===== config.mk =====
export PLATFORM = sky130hd
export DESIGN_NAME = fifo_wr_arb_flat
export DESIGN_NICKNAME = d
export VERILOG_FILES = /design/src/rtl/fifo_wr_arb_if.sv /design/src/rtl/fifo_wr_arb.sv /design/src/flat_wrapper.sv
export SDC_FILE = /design/constraint.sdc
export NUM_CORES = 1
export LEC_CHECK = 0
export CELL_PAD_IN_SITES_DETAIL_PLACEMENT = 1
export CELL_PAD_IN_SITES_GLOBAL_PLACEMENT = 1
export CORE_MARGIN = 2
export CORE_UTILIZATION = 21
export CTS_CLUSTER_DIAMETER = 100
export DETAILED_ROUTE_END_ITERATION = 10
export GPL_TIMING_DRIVEN = 0
export PLACE_DENSITY = 0.82
export SLEW_MARGIN = 15
export SYNTH_ARGS = -nofsm -noshare
export SYNTH_HDL_FRONTEND = slang
export SYNTH_SLANG_ARGS = --single-unit

===== constraint.sdc =====
create_clock -name wr_clk -period 2.3 [get_ports wr_clk]
set_input_delay 0.23 -clock wr_clk [delete_from_list [all_inputs] [get_ports wr_clk]]
set_output_delay 0.23 -clock wr_clk [all_outputs]
set_load 0.02 [all_outputs]

===== src/rtl/fifo_wr_arb_if.sv =====
// rtl/fifo_wr_arb_if.sv - requester/FIFO-write bundle shared by fifo_wr_arb and its users
//
// Signals
//   req_valid  NREQ        per-requester beat valid, held until req_ready
//   req_data   NREQ*DSIZE  requester i data at [i*DSIZE +: DSIZE]
//   req_last   NREQ        last beat of a packet
//   req_ready  NREQ        one-hot beat accept
//   wr_full    1           FIFO full flag (registered in the FIFO)
//   wr_inc     1           write strobe into the FIFO
//   wr_data    DSIZE       write data into the FIFO
//   gnt_valid  1           a grant is held
//   gnt_id     IDXW        index of the granted requester
// Modports
//   master  requester/FIFO side (drives requests and wr_full)
//   slave   arbiter side
interface fifo_wr_arb_if #(
    parameter int NREQ  = 4,
    parameter int DSIZE = 8,
    parameter int IDXW  = 2
);
    logic [NREQ-1:0]       req_valid;
    logic [NREQ*DSIZE-1:0] req_data;
    logic [NREQ-1:0]       req_last;
    logic [NREQ-1:0]       req_ready;
    logic                  wr_full;
    logic                  wr_inc;
    logic [DSIZE-1:0]      wr_data;
    logic                  gnt_valid;
    logic [IDXW-1:0]       gnt_id;

    modport master (
        output req_valid, req_data, req_last, wr_full,
        input  req_ready, wr_inc, wr_data, gnt_valid, gnt_id
    );

    modport slave (
        input  req_valid, req_data, req_last, wr_full,
        output req_ready, wr_inc, wr_data, gnt_valid, gnt_id
    );
endinterface


===== src/rtl/fifo_wr_arb.sv =====
// rtl/fifo_wr_arb.sv - round-robin arbiter for the async FIFO write port
//
// Shares one FIFO write port among NREQ valid/ready requesters, at most one
// beat per wr_clk cycle, with a one-cycle grant latency out of IDLE.
// Optional macro FIFO_ARB_PKTLOCK_EN keeps a grant locked until the beat
// carrying req_last, so packets land contiguously in the FIFO.
//
// Ports
//   wr_clk  in  write-domain clock
//   wr_rst  in  synchronous active-high reset
//   arb     fifo_wr_arb_if.slave: req_valid/req_data/req_last/wr_full in,
//           req_ready/wr_inc/wr_data/gnt_valid/gnt_id out
module fifo_wr_arb #(
    parameter int NREQ  = 4,
    parameter int DSIZE = 8,
    parameter int IDXW  = 2
) (
    input  logic          wr_clk,
    input  logic          wr_rst,
    fifo_wr_arb_if.slave  arb
);

    typedef enum logic [0:0] {
        IDLE = 1'b0,
        BUSY = 1'b1
    } state_t;

    state_t            state, state_n;
    logic [IDXW-1:0]   gnt_id, gnt_id_n;
    logic [IDXW-1:0]   rr_ptr, rr_ptr_n;
    logic [IDXW-1:0]   nxt_ptr;
    logic [IDXW:0]     pick;
    logic              beat;
    logic              release_c;

`ifdef FIFO_ARB_PKTLOCK_EN
    logic              lock, lock_n;
`else
    logic              unused_req_last;
    assign unused_req_last = ^arb.req_last;
`endif

    // First valid requester in rotation order start, start+1, ... mod NREQ.
    // MSB of the result flags that a winner exists.
    function automatic logic [IDXW:0] rr_pick(input logic [NREQ-1:0] v,
                                              input logic [IDXW-1:0] start);
        logic [IDXW:0]   r;
        logic [IDXW-1:0] idx;
        r = '0;
        for (int k = NREQ - 1; k >= 0; k--) begin
            idx = IDXW'((int'(start) + k) % NREQ);
            if (v[idx]) begin
                r = {1'b1, idx};
            end
        end
        return r;
    endfunction

    // Beat gated by reset so nothing is accepted in a reset cycle.
    assign beat = (state == BUSY) && arb.req_valid[gnt_id] && !arb.wr_full && !wr_rst;

    assign arb.wr_inc    = beat;
    assign arb.req_ready = beat ? (NREQ'(1) << gnt_id) : '0;
    assign arb.wr_data   = arb.req_data[int'(gnt_id) * DSIZE +: DSIZE];
    assign arb.gnt_valid = (state == BUSY);
    assign arb.gnt_id    = gnt_id;

    assign nxt_ptr = IDXW'((int'(gnt_id) + 1) % NREQ);

    always_comb begin
        state_n   = state;
        gnt_id_n  = gnt_id;
        rr_ptr_n  = rr_ptr;
        release_c = 1'b0;
        pick      = '0;
`ifdef FIFO_ARB_PKTLOCK_EN
        lock_n    = lock;
`endif
        case (state)
            IDLE: begin
                pick = rr_pick(arb.req_valid, rr_ptr);
                if (pick[IDXW]) begin
                    state_n  = BUSY;
                    gnt_id_n = pick[IDXW-1:0];
                end
            end
            BUSY: begin
                // A full FIFO freezes grant, lock and pointer.
                if (!arb.wr_full) begin
`ifdef FIFO_ARB_PKTLOCK_EN
                    if (beat) begin
                        release_c = arb.req_last[gnt_id];
                        lock_n    = !arb.req_last[gnt_id];
                    end else begin
                        release_c = !arb.req_valid[gnt_id] && !lock;
                    end
`else
                    // Not full: either a beat happened or the owner went idle.
                    release_c = 1'b1;
`endif
                    if (release_c) begin
                        rr_ptr_n = nxt_ptr;
                        // Current owner is searched last, so it keeps the port
                        // only when nobody else is asking.
                        pick = rr_pick(arb.req_valid, nxt_ptr);
                        if (pick[IDXW]) begin
                            gnt_id_n = pick[IDXW-1:0];
                        end else begin
                            state_n = IDLE;
                        end
                    end
                end
            end
            default: state_n = IDLE;
        endcase
    end

    always_ff @(posedge wr_clk) begin
        if (wr_rst) begin
            state  <= IDLE;
            gnt_id <= '0;
            rr_ptr <= '0;
`ifdef FIFO_ARB_PKTLOCK_EN
            lock   <= 1'b0;
`endif
        end else begin
            state  <= state_n;
            gnt_id <= gnt_id_n;
            rr_ptr <= rr_ptr_n;
`ifdef FIFO_ARB_PKTLOCK_EN
            lock   <= lock_n;
`endif
        end
    end

endmodule


===== src/flat_wrapper.sv =====
// flat-port wrapper written by rule: the top's interface ports become plain ports
module fifo_wr_arb_flat 
#(
    parameter int NREQ  = 4,
    parameter int DSIZE = 8,
    parameter int IDXW  = 2
)
  (wr_clk, wr_rst, arb_req_valid, arb_req_data, arb_req_last, arb_wr_full, arb_req_ready, arb_wr_inc, arb_wr_data, arb_gnt_valid, arb_gnt_id);
  fifo_wr_arb_if #(.NREQ(NREQ), .DSIZE(DSIZE), .IDXW(IDXW)) arb_i ();
  input  logic wr_clk;
  input  logic wr_rst;
  input wire logic [$bits(arb_i.req_valid)-1:0] arb_req_valid;
  input wire logic [$bits(arb_i.req_data)-1:0] arb_req_data;
  input wire logic [$bits(arb_i.req_last)-1:0] arb_req_last;
  input wire logic [$bits(arb_i.wr_full)-1:0] arb_wr_full;
  output wire logic [$bits(arb_i.req_ready)-1:0] arb_req_ready;
  output wire logic [$bits(arb_i.wr_inc)-1:0] arb_wr_inc;
  output wire logic [$bits(arb_i.wr_data)-1:0] arb_wr_data;
  output wire logic [$bits(arb_i.gnt_valid)-1:0] arb_gnt_valid;
  output wire logic [$bits(arb_i.gnt_id)-1:0] arb_gnt_id;
  assign arb_i.req_valid = arb_req_valid;
  assign arb_i.req_data = arb_req_data;
  assign arb_i.req_last = arb_req_last;
  assign arb_i.wr_full = arb_wr_full;
  assign arb_req_ready = arb_i.req_ready;
  assign arb_wr_inc = arb_i.wr_inc;
  assign arb_wr_data = arb_i.wr_data;
  assign arb_gnt_valid = arb_i.gnt_valid;
  assign arb_gnt_id = arb_i.gnt_id;
  fifo_wr_arb #(.NREQ(NREQ), .DSIZE(DSIZE), .IDXW(IDXW)) u_core (.wr_clk(wr_clk), .wr_rst(wr_rst), .arb(arb_i));
endmodule

Word-level counts from Yosys, hierarchy flattened
Index checks and enable logic that the tools add are counted.
{ "totals": {"register_bits": 5, "inputBits": 43, "out_inout_bits": 16, "elab_cells": 71} }
{ "op_classes": {"n_addsub": 7, "n_lt_le_gt_ge": 9, "eq_ne": 3, "shift": 2, "muxes": 38, "bitwise": 2, "reduce_logical": 7} }
{ "op_table": {"columns": ["cell", "count"], "rows": [
  ["$mux 3", 11],
  ["$shiftx 32x6->8", 1],
  ["$lt 2x3->1 const B", 9],
  ["$bmux 1 s2", 9],
  ["$mux 1", 12],
  ["$add 2x2->2 const B", 4],
  ["$add 2x1->2 const B", 3],
  ["$mux 2", 3],
  ["$ne 2x2->1 const B", 3],
  ["$mux 4", 1],
  ["$pmux 2 s2", 1],
  ["$shl 1x2->4 const A", 1],
  ["$logic_and 1x1->1", 3],
  ["$reduce_and 3->1", 1],
  ["$logic_not 1->1", 2],
  ["$not 1->1", 2],
  ["$pmux 1 s2", 1],
  ["$reduce_and 2->1", 1]
]} }

Longest topological paths before layout
{ "depth": {"ltp_word": 13, "ltp_mapped": 9, "mapped_depth_nobuf": 7} }

Least setup slack after synthesis
OpenSTA, ideal clock, no wires.
{ "synth_timing": {"path_kind": "reg2reg", "from": "reg u_core.gnt_id[0], in the netlist u_core.arb.gnt_id[0]", "to": "reg u_core.gnt_id[0], in the netlist u_core.arb.gnt_id[0]", "setup_time_ps": 79, "arrival_ps": 2257, "required_ps": 2221, "setup_slack_ps": -36, "stages_incl_launch_ff": 10, "n_path_buf": 2, "synth_period_minus_slack_ps": 2336, "cell_sequence": "dfxtp_1 > buf_6 > buf_2 > inv_1 > ha_1 > mux4_2 > nand2b_4 > o21ai_2 > a211oi_1 > a211oi_2"} }
{ "synth_via": {"elab_chain_cells": 13, "word_cells_on_any_way": 23, "cone_classes": "add/sub: 4; eq/ne: 1; mux: 17; reduce/logical: 1"} }
{ "synth_lines": {"columns": ["item", "line_no", "text"], "rows": [
  ["start: declaration", "fifo_wr_arb.sv:29", "logic [IDXW-1:0] gnt_id, gnt_id_n;"],
  ["start signal: assignment", "fifo_wr_arb.sv:128", "gnt_id <= gnt_id_n;"],
  ["$add 2x1->2 (*)", "fifo_wr_arb.sv:68", "assign nxt_ptr = IDXW'((int'(gnt_id) + 1) % NREQ);"],
  ["named net u_core.nxt_ptr[0]", "fifo_wr_arb.sv:31", "logic [IDXW-1:0] nxt_ptr;"],
  ["$add 2x2->2", "fifo_wr_arb.sv:51", "idx = IDXW'((int'(start) + k) % NREQ);"],
  ["$bmux 1 s2", "fifo_wr_arb.sv:52", "if (v[idx]) begin"],
  ["$mux 1 (not written as such)", "fifo_wr_arb.sv:52", null],
  ["$mux 3 (3 in a row)", "fifo_wr_arb.sv:52", null],
  ["$mux 3 (*)", "fifo_wr_arb.sv:52", null],
  ["$mux 3 (*)", "fifo_wr_arb.sv:89", "if (!arb.wr_full) begin"],
  ["$mux 3 (*)", "fifo_wr_arb.sv:79", "case (state)"],
  ["$mux 2", "fifo_wr_arb.sv:106", "if (pick[IDXW]) begin"],
  ["$mux 2", "fifo_wr_arb.sv:89", null],
  ["$pmux 2 s2", "fifo_wr_arb.sv:79", null]
]} }
The timed path passes the listed nets; every way through them passes the cells marked *. The select of a mux whose other input is x is not followed.
A chain may end at the register's enable or synchronous reset.

Worst setup path after layout
{ "layout_timing": {"from": "in arb_req_valid[3]", "to": "out arb_req_ready[3]"} }
{ "layout_via": {"elab_chain_cells": 6} }
{ "layout_lines": {"columns": ["item", "line_no", "text"], "rows": [
  ["start: declaration", "flat_wrapper.sv:12", "input wire logic [$bits(arb_i.req_valid)-1:0] arb_req_valid;"],
  ["$bmux 1 s2", "fifo_wr_arb.sv:60", "assign beat = (state == BUSY) && arb.req_valid[gnt_id] && !arb.wr_full && !wr_rst;"],
  ["$mux 1 (not written as such)", "fifo_wr_arb.sv:60", null],
  ["$logic_and 1x1->1 (3 in a row)", "fifo_wr_arb.sv:60", null],
  ["$mux 4", "fifo_wr_arb.sv:63", "assign arb.req_ready = beat ? (NREQ'(1) << gnt_id) : '0;"],
  ["end: declaration", "flat_wrapper.sv:16", "output wire logic [$bits(arb_i.req_ready)-1:0] arb_req_ready;"]
]} }
Every way passes these cells. The select of a mux whose other input is x is not followed.

==> summary.txt <==
STA
  – Final Max Slew Viols: 0
  – Worst-margin pin slew: 0.402 ns
  – Final Hold Viols: 0
  – Final Cycle Share: approximately 96%
  – Fin Setup TNS: 0 ns
  – Max Fclk: 451 MHz
  – Final Critical Period: 2.22 ns
  – RSZ-0062 raised after global routing: no
  – Final setup viols: 0
  – Final Skew: about 0.0018 ns
  – Slew margin rel.: around 73%

Outcome
  – Status: completed

Synthesis
  – Largest family of logic cells by synthesized area: multiplexers
  – Post-Synth Adder-Cell Area: 6.15%
  – Seq/Total Area, Yosys: 12.3%
  – Syn Area/Cell: 9.68 um2
  – Post-synth EDFFs: 0
  – FF+latch count, synth: 5
  – Mux cell area share after synthesis: 33.4%
  – Fraction of registers with async set/reset: 0%
  – Synthesized area: about 810 um2
  – Yosys warns: 0
  – Post-Synth Simple-Gate Area: 20.8%
  – Synth Area in Compound Gates: 17.7%
  – Mapped Cells: 84
  – Post-Synth XOR/XNOR Area: 0%
  – Post-synth cell types: 36
  – Synth Flop Type: dfxtp_1
  – Net count after synthesis: 131

Global routing
  – GRT Residual Overflow: 0
  – First-pass GRT wire length: 4.93 mm
  – Antenna violations before repair: 0
  – Vias in the first global route: 1052
  – Global Route Usage Sum: 14.8%
  – Largest net degree at the start of global routing: 11

Drt
  – Final Routed Wirelength: 3.15 mm
  – Drt initial violations: 37
  – DRC viols: 0
  – DR vias: 941
  – ANT nets after route: 0
  – Drt first pass iters: 4
  – Wire length per cell: 16.6 um
  – Vias/cell: 4.95

Floorplan
  – Starting Density: 22.0%
  – Die ar.: roughly 4400 um2
  – Placement Rows: 22
  – Die X: 66.2 um
  – Core area: approximately 3700 um2
  – Chip Height: 66.2 um
  – Top Ports: 59

Final layout
  – Fillers: 430
  – Multi-input gate area: between 600 and 700 um2
  – Fin nets: 190
  – FF/Latch Area: 103 um2
  – Share of layout cells above drive strength 1: a little under a quarter
  – Diodes inserted: 0
  – Layout area overhead: 84.9%

Setup path
  – CP startpoint kind: input port
  – Arr. time, crit path: 1.99 ns
  – CP Capture Type: output port
  – Max incr delay on CP: 0.48 ns
  – Worst-path cell chain: clkdlybuf4s50_1 -> buf_4 -> mux4_1 -> and3_4 -> and2_1 -> clkdlybuf4s15_1
  – Critical-path maximum fanout: 10
  – Slowest cell on the critical path: mux4_1
  – Delay-heaviest family, CP: buffers and inverters
  – CP bufs+invs: 3
  – Critical path type: in -> out
  – CP Data Required Time: between 2 and 2.5 ns

Placed design
  – Gpl congestion: around 0.84
  – IO Port Bufs: 54
  – HPWL reported at the end of detailed placement: 2.55 mm

CTS
  – Clock buffer depth: 2
  – Postcts setup bufs: 0
  – TritonCTS Buffers: 3
  – Worst-path clk slew: 0.04 ns
  – Cts hold-fix bufs: 0
  – Clock sink count: 5
  – CTS H-Tree Depth: 1
  – CTS tree: built
  – Root Buffer: clkbuf_8
  – Skew-Pair Late Insertion Delay: around 0.22 ns

Hold path
  – Hold crit path type: reg -> reg

Power
  – Peak VDD IR: 0.183 mV
  – Pwr/cell area: about 480 nW/um2
  – Leak Pwr: 0.595 nW
  – Overall Power: around 0.72 mW

Run
  – Max_cap viols: 0
==> final cells by class <==
cell class                      count  area share (%)
Clock buffer                        4            3.00
Tap cell                           48            3.99
Sequential cell                     5            6.82
Multi-Input combinational cell     66            44.0
Buffer                              7            4.99
Inverter                            6            1.50
Timing Repair Buffer               54            35.7
==> logic make-up after synthesis <==
| family | count (synthesis) |
|---|---|
| AND/OR/NAND/NOR | 28 |
| buffers and inverters | 13 |
| flip-flops | 5 |
| adder cells (fa/ha/maj) | 4 |
| AO/OA/AOI/OAI | 21 |
| multiplexers | 13 |
==> Yosys cell counts, types with 2 or more instances <==
master / n / area, um2
mux4_2: 10 / 225
a21oi_1: 6 / 30.0
inv_1: 6 / 22.5
nor2_1: 6 / 22.5
dfxtp_1: 5 / 100
o21ai_0: 5 / 25.0
and2_1: 4 / 25.0
ha_1: 4 / 50.1
buf_2: 3 / 15.0
buf_6: 3 / 33.8
nand2_1: 3 / 11.3
nor2b_1: 3 / 18.8
a211oi_1: 2 / 15.0
mux2i_1: 2 / 20.0
==> tightest hold or removal path, stage by stage (launching register included) <==
cell and delay (ns):
dfxtp_1 0.35, nor2_1 0.12, a211oi_1 0.05
==> worst paths after layout <==
path                                to                 start  slack [ns]  cells past startpoint
setup reg to reg  u_core.arb.gnt_id[0]  u_core.arb.gnt_id[0]        0.14                      9
setup / recovery      arb_req_ready[3]      arb_req_valid[3]        0.08                      6
hold reg to reg       u_core.rr_ptr[0]      u_core.rr_ptr[0]        0.57                      2
hold / removal        u_core.rr_ptr[0]      u_core.rr_ptr[0]        0.57                      2
==> cell usage in the layout, fill, tap and decap left out, types with 3 or more instances in the layout <==
cell type | Yosys | final
mux4_2 | 10 | 10
inv_1 | 6 | 6
dfxtp_1 | 5 | 3
nor2_1 | 6 | 6
and2_1 | 4 | 4
clkbuf_8 | 0 | 3
dlymetal6s2s_1 | 0 | 3
nand2_1 | 3 | 3
o21ai_0 | 5 | 5
buf_6 | 3 | 4
nor2b_1 | 3 | 3
ha_1 | 4 | 3
a21oi_1 | 6 | 5
clkdlybuf4s50_1 | 0 | 46
==> per-stage QoR <==
stage	instances	instance area [um2]	util (%)	hold WS, ns	setup slack [ns]
6_report	190	1500	40.8	0.571	0.0827
5_1_grt	190	1500	40.8	0.627	0.00231
4_1_cts	190	1490	40.3	0.577	0.00934
3_5_place_dp	186	1420	38.4	0.564	-0.289
3_3_place_gp	186	1420	38.4	0.551	-0.215
2_1_floorplan	84	815	-	0.287	0.0624
==> power by group <==
group,switching (mW),leakage (nW),internal (mW)
registers,0.0142,0.0421,0.0976
logic,0.189,0.530,0.248
clock network,0.0485,0.0228,0.119
==> sequential cells by signal, indices dropped and copies added (netlist names) <==
| signal | count |
|---|---|
| u_core.arb.gnt_id | 2 |
| u_core.arb.gnt_valid | 1 |
| u_core.rr_ptr | 2 |
==> repair_timing <==
item                                    CTS  global route
resized for setup                        14            12
endpoints found under the hold margin     0             0
endpoints found under the setup margin   14             9
cloned                                    0             0
==> routing by layer <==
metal | GRT usage, % | routed length (um) | share of wire (%) | vias up
met2 | 29.4 | 1580 | 50 | 57
met5 | 0 | 0 | 0 | -
met3 | 4.77 | 383 | 12 | 8
met4 | 4.59 | 53 | 1.7 | 0
li1 | - | - | - | 438
met1 | 14.0 | 1120 | 36 | 438
(Power assumes the default switching activity.)
